--- src/rtl/reg_wr_arbiter.sv ---
// Round-robin arbiter that shares the register bank's single write port among
// three writeback requesters and drives the bank from a registered output stage.
`timescale 1ns/1ps

module reg_wr_arbiter #(
  parameter int ADDR_W = 4,
  parameter int DATA_W = 32,
  parameter int NREQ   = 3
) (
  input  logic                        clk,
  input  logic                        rst_n,
  input  logic                        hold,
  input  logic [NREQ-1:0]             req_valid,
  input  logic [NREQ*ADDR_W-1:0]      req_addr,
  input  logic [NREQ*DATA_W-1:0]      req_data,
  output logic [NREQ-1:0]             req_ready,
  output logic                        reg_write,
  output logic [ADDR_W-1:0]           rd_addr,
  output logic [DATA_W-1:0]           write_data,
  output logic [(1<<ADDR_W)-1:0]      pending_mask,
  output logic [1:0]                  last_grant,
  output logic [15:0]                 wr_count,
  output logic [7:0]                  drop_count
);

  // rst_n is an active-high asynchronous reset despite its name.
  localparam int NREG = 1 << ADDR_W;

  logic [1:0]        ptr_r;
  logic              grant_vld_s;
  logic [1:0]        grant_idx_s;
  logic              xfer_s;
  logic [ADDR_W-1:0] sel_addr_s;
  logic [DATA_W-1:0] sel_data_s;
  logic              sel_nonzero_s;

  // Search from `first` upward (mod 3); result is {found, index}.
  function automatic logic [2:0] rr_pick(input logic [2:0] v, input logic [1:0] first);
    logic [1:0] i0;
    logic [1:0] i1;
    logic [1:0] i2;
    case (first)
      2'd1: begin i0 = 2'd1; i1 = 2'd2; i2 = 2'd0; end
      2'd2: begin i0 = 2'd2; i1 = 2'd0; i2 = 2'd1; end
      default: begin i0 = 2'd0; i1 = 2'd1; i2 = 2'd2; end
    endcase
    if (v[i0]) begin
      rr_pick = {1'b1, i0};
    end else if (v[i1]) begin
      rr_pick = {1'b1, i1};
    end else if (v[i2]) begin
      rr_pick = {1'b1, i2};
    end else begin
      rr_pick = 3'b000;
    end
  endfunction

  function automatic logic [NREG-1:0] addr_onehot(input logic [ADDR_W-1:0] a);
    addr_onehot = {{(NREG-1){1'b0}}, 1'b1} << a;
  endfunction

  function automatic logic [1:0] ptr_after(input logic [1:0] idx);
    case (idx)
      2'd0:    ptr_after = 2'd1;
      2'd1:    ptr_after = 2'd2;
      default: ptr_after = 2'd0;
    endcase
  endfunction

  // Combinational grant selection; hold masks every grant.
  always_comb begin
    grant_vld_s = 1'b0;
    grant_idx_s = 2'd0;
    req_ready   = {NREQ{1'b0}};
    {grant_vld_s, grant_idx_s} = rr_pick(req_valid[2:0], ptr_r);
    if (grant_vld_s && !hold) begin
      req_ready = 3'b001 << grant_idx_s;
    end else begin
      req_ready = 3'b000;
    end
  end

  assign xfer_s = |(req_valid & req_ready);

  // Mux the granted requester's address and data.
  always_comb begin
    sel_addr_s = {ADDR_W{1'b0}};
    sel_data_s = {DATA_W{1'b0}};
    case (grant_idx_s)
      2'd1: begin
        sel_addr_s = req_addr[2*ADDR_W-1:ADDR_W];
        sel_data_s = req_data[2*DATA_W-1:DATA_W];
      end
      2'd2: begin
        sel_addr_s = req_addr[3*ADDR_W-1:2*ADDR_W];
        sel_data_s = req_data[3*DATA_W-1:2*DATA_W];
      end
      default: begin
        sel_addr_s = req_addr[ADDR_W-1:0];
        sel_data_s = req_data[DATA_W-1:0];
      end
    endcase
  end

  assign sel_nonzero_s = (sel_addr_s != {ADDR_W{1'b0}});

  // Rotating priority pointer and last-grant record.
  always_ff @(posedge clk or posedge rst_n) begin
    if (rst_n) begin
      ptr_r      <= 2'd0;
      last_grant <= 2'd0;
    end else if (xfer_s) begin
      ptr_r      <= ptr_after(grant_idx_s);
      last_grant <= grant_idx_s;
    end else begin
      ptr_r      <= ptr_r;
      last_grant <= last_grant;
    end
  end

  // Registered bank write port; writes to register 0 are accepted but dropped.
  always_ff @(posedge clk or posedge rst_n) begin
    if (rst_n) begin
      reg_write    <= 1'b0;
      rd_addr      <= {ADDR_W{1'b0}};
      write_data   <= {DATA_W{1'b0}};
      pending_mask <= {NREG{1'b0}};
    end else if (xfer_s && sel_nonzero_s) begin
      reg_write    <= 1'b1;
      rd_addr      <= sel_addr_s;
      write_data   <= sel_data_s;
      pending_mask <= addr_onehot(sel_addr_s);
    end else begin
      reg_write    <= 1'b0;
      rd_addr      <= rd_addr;
      write_data   <= write_data;
      pending_mask <= {NREG{1'b0}};
    end
  end

  // Saturating write and drop statistics.
  always_ff @(posedge clk or posedge rst_n) begin
    if (rst_n) begin
      wr_count   <= 16'd0;
      drop_count <= 8'd0;
    end else if (xfer_s && sel_nonzero_s) begin
      wr_count   <= (wr_count == 16'hFFFF) ? wr_count : wr_count + 16'd1;
      drop_count <= drop_count;
    end else if (xfer_s) begin
      wr_count   <= wr_count;
      drop_count <= (drop_count == 8'hFF) ? drop_count : drop_count + 8'd1;
    end else begin
      wr_count   <= wr_count;
      drop_count <= drop_count;
    end
  end

endmodule

--- config.mk ---
export PLATFORM = sky130hd
export DESIGN_NAME = reg_wr_arbiter
export DESIGN_NICKNAME = d
export VERILOG_FILES = /design/src/rtl/reg_wr_arbiter.sv
export SDC_FILE = /design/constraint.sdc
export NUM_CORES = 1
export LEC_CHECK = 0
export ABC_AREA = 1
export BUFFER_PORTS_ARGS = -buffer_cell sky130_fd_sc_hd__buf_2
export CAP_MARGIN = 20
export CORE_UTILIZATION = 43
export DETAILED_ROUTE_END_ITERATION = 7
export MAX_ROUTING_LAYER = met4
export PLACE_DENSITY = 0.77
export REMOVE_ABC_BUFFERS = 1
export SLEW_MARGIN = 20
export SYNTH_ARGS = -nofsm -noshare
export SYNTH_HDL_FRONTEND = slang
export SYNTH_SLANG_ARGS = --single-unit
--- constraint.sdc ---
create_clock -name clk -period 3.2 [get_ports clk]
set_clock_uncertainty 0.2 [all_clocks]
set_input_delay 0 -clock clk [delete_from_list [all_inputs] [get_ports clk]]
set_output_delay 0 -clock clk [all_outputs]
set_load 0.01 [all_outputs]
==> metrics.txt <==
outcome complete, but fails checks; violated checks setup timing; layout cells sized above 1 41.73%; register bit count reported by yosys 81; register cell area after layout 2027 sq um; Main synth FF type dfrtp_1; clk_lat worst skew 0.36 ns; DP HPWL 9.533 mm; Final nets 965; register area share after synthesis 46.78%; Arr. time, crit path 3.39 ns; post-synthesis compound-gate area fraction 17.47%; Top Ports ~200; Max Cap Viol 0; Hold Path End rd_addr[2]; initial core utilization 44.33%; clock-pin slew of the registers on the worst-case setup and hold paths ~0.1 ns; post-synthesis mux area share 0%; final worst setup slack -0.1436 ns; slew margin rel. 47.70%; Final Util 77.96%; H-tree depth 3; required time worst endpoint 3.24 ns; drt first pass iters 5; Fin. Hold Viols 0; Post-synth EDFFs 0; Worst Reg-to-Reg Cells 18; flop2flop setup slack -0.14 ns; simple-gate share of the synthesized area between 20% and 30%; worst-margin pin slew 0.7845 ns; Area contributors post-synth dfrtp_1 (47%), nand2_1 (11%), a221o_1 (7.4%); mapped cell area 4333 sq um; clk root buf clkbuf_8; vias post-DR 5,839; DRT iter0 DRCs 536; Worst VDD drop 1119 uV; row cnt 36; vias per cell between 5 and 6; Die ar. 10,480 sq um; Crit Path Category reg -> reg; multi-input logic area 2439 sq um; top-area cell type share of the netlist area 46.78%; final setup fails 59; Worst Setup End Kind flop; final instance area 7620 sq um; RD Place Congestion between 1 and 1.5; FMAX 299.1 MHz; RSZ-0062 raised after global routing true; core area 9774 sq um; Inserted Diodes 0; Total GRT Usage between 30% and 40%; Worst Min Path Start req_addr[6]; final WL 20.73 mm; first-pass GRT wire length roughly 26 mm; Die Y-Extent just over 100 microns; area grow syn2layout 75.86%; placed cell area 5594 sq um; Leak Pwr 3.839 nW; Port Buffers just under 200; routed wire length per instance about 21 microns; Period minus WS final 3.344 ns; syn_area_per_cell 8.529 sq um; initial antenna violation count 0; Synth top cells by count nand2_1 (125), dfrtp_1 (81), o21ai_0 (55); CP Max Fanout 8; hold depth 6; fin crit share 104.5%; drt drc 0; Synth Warn # 0; Layout fillers 540; Num CTS Buffers 9; HP Class in -> reg; max-slew violations 0; Async S/R FF share, synth 100.0%; CTS Buffer Depth 2; Worst setup SP type flop; cell count after synthesis 508; power density over the cells 1369 nW/um^2; largest net degree at the start of global routing 65; Die X-Extent 102.4 microns; cell taking the most area after synthesis dfrtp_1; Worst R2R Start ptr_r[1]; antenna viol nets, final 0; post-synthesis xor/xnor area fraction 3.841%; vias in the first global route roughly 5,300; count leader, synth nand2_1; total grt overflow 0; CTS tree yes; Synth Area in Adders 2.888%; main combinational cell family by area after synthesis simple AND/OR/NAND/NOR gates; library cells used by synthesis 34; clock sinks between 80 and 90; Worst R2R End drop_count[3]
-- cell usage in the layout, fill, tap and decap left out, drive strengths merged --
cell / n
nand3b: 1
nor3: 13
clkinvlp: 1
dfrtp: 81
o21a: 1
ha: 10
a221o: 32
nor3b: 1
xnor2: 6
o2bb2ai: 1
nor2: 25
xor2: 13
or2: 1
nand4: 31
clkbuf: 15
nand2: 127
bufbuf: 1
inv: 37
dlygate4sd3: 102
conb: 1
bufinv: 1
a21oi: 6
clkinv: 2
nand3: 19
a22o: 1
buf: 243
a31oi: 1
o21ai: 73
-- critical path: stages, from the launching register on --
cell	delay, ns
dfrtp_1	0.45
ha_4	0.33
inv_4	0.04
nand2_2	0.05
nand2_2	0.07
a21oi_4	0.16
nand4_1	0.16
a31oi_4	0.21
inv_2	0.09
ha_2	0.25
a22o_1	0.23
o21ai_2	0.16
nand4_1	0.15
buf_6	0.17
buf_8	0.14
inv_6	0.06
nand3_4	0.13
nand2_2	0.11
nand2_2	0.05
-- worst max path at each step --
stage             start             end  slack (ns)  cells past startpoint
3_5_place_dp   ptr_r[0]     wr_count[0]       -0.35                     16
4_1_cts        ptr_r[0]   drop_count[3]       0.006                     18
5_1_grt        ptr_r[1]   drop_count[1]       -0.36                     20
2_1_floorplan  ptr_r[0]  write_data[11]       -1.74                     16
6_report       ptr_r[1]   drop_count[3]       -0.14                     18
3_3_place_gp   ptr_r[0]    wr_count[10]       -0.20                     16
-- cell type report --
class                      instances  share of cell area [%]
timing repair buffer             351                   34.56
multi-input combinational        363                   32.00
sequential                        81                   26.60
tap                              133                   2.184
inverter                          35                   1.888
clock buffer                      10                   1.806
clock inverter                     6                  0.9524
-- metal layers --
layer | part of all wire [%] | vias to the layer above | global-route usage [%]
met1 | 36 | 2691 | 41.52
met3 | 12 | 157 | 6.088
li1 | - | 2426 | -
met2 | 45 | 565 | 53.54
met4 | 7.6 | 0 | 18.35
met5 | 0 | - | -
-- logic make-up (layout without fill, tap and decap cells) --
group / count (synthesis) / after routing
buf+inv: 65 / 402
other cells: 1 / 1
simple gates: 217 / 218
flops: 81 / 81
fa+ha+maj: 10 / 10
compound gates: 115 / 115
xor+xnor: 19 / 19
-- timing repair --
item,CTS,global route
buffers inserted,2,12
endpoints found under the setup margin,76,76
gates cloned,1,9
hold buffers,102,0
pin swaps,7,14
hold endpoints to repair,110,0
resized for setup,20,117
-- state kept, by name (all words and copies together) (netlist names) --
register	count
reg_write	1
drop_count	8
write_data	32
last_grant	2
rd_addr	4
pending_mask	16
wr_count	16
ptr_r	2
-- per-stage QoR --
stage               setup TNS [ns]  setup slack (ns)  hold WS, ns  total power (W)  std cells
global placement            -6.540           -0.2007      0.08429         0.006444        837
global route                -17.61           -0.3624     0.009188          0.01086        979
floorplan                  -106.42            -1.738     0.002432         0.004572        478
finish                      -5.083           -0.1436     0.005696          0.01044        979
detailed placement          -15.50           -0.3467      0.09756         0.006567        837
CTS                              0          0.005673     0.005128         0.007872        958
-- where the power goes --
part,switching (W),internal (W),leakage [nW],total [W]
clock,0.000431,0.000392,0.104,0.000824
sequential,0.000258,0.00137,1.06,0.00162
combinational,0.00462,0.00337,2.67,0.00799
No activity file was read; power rests on OpenSTA's default activity.
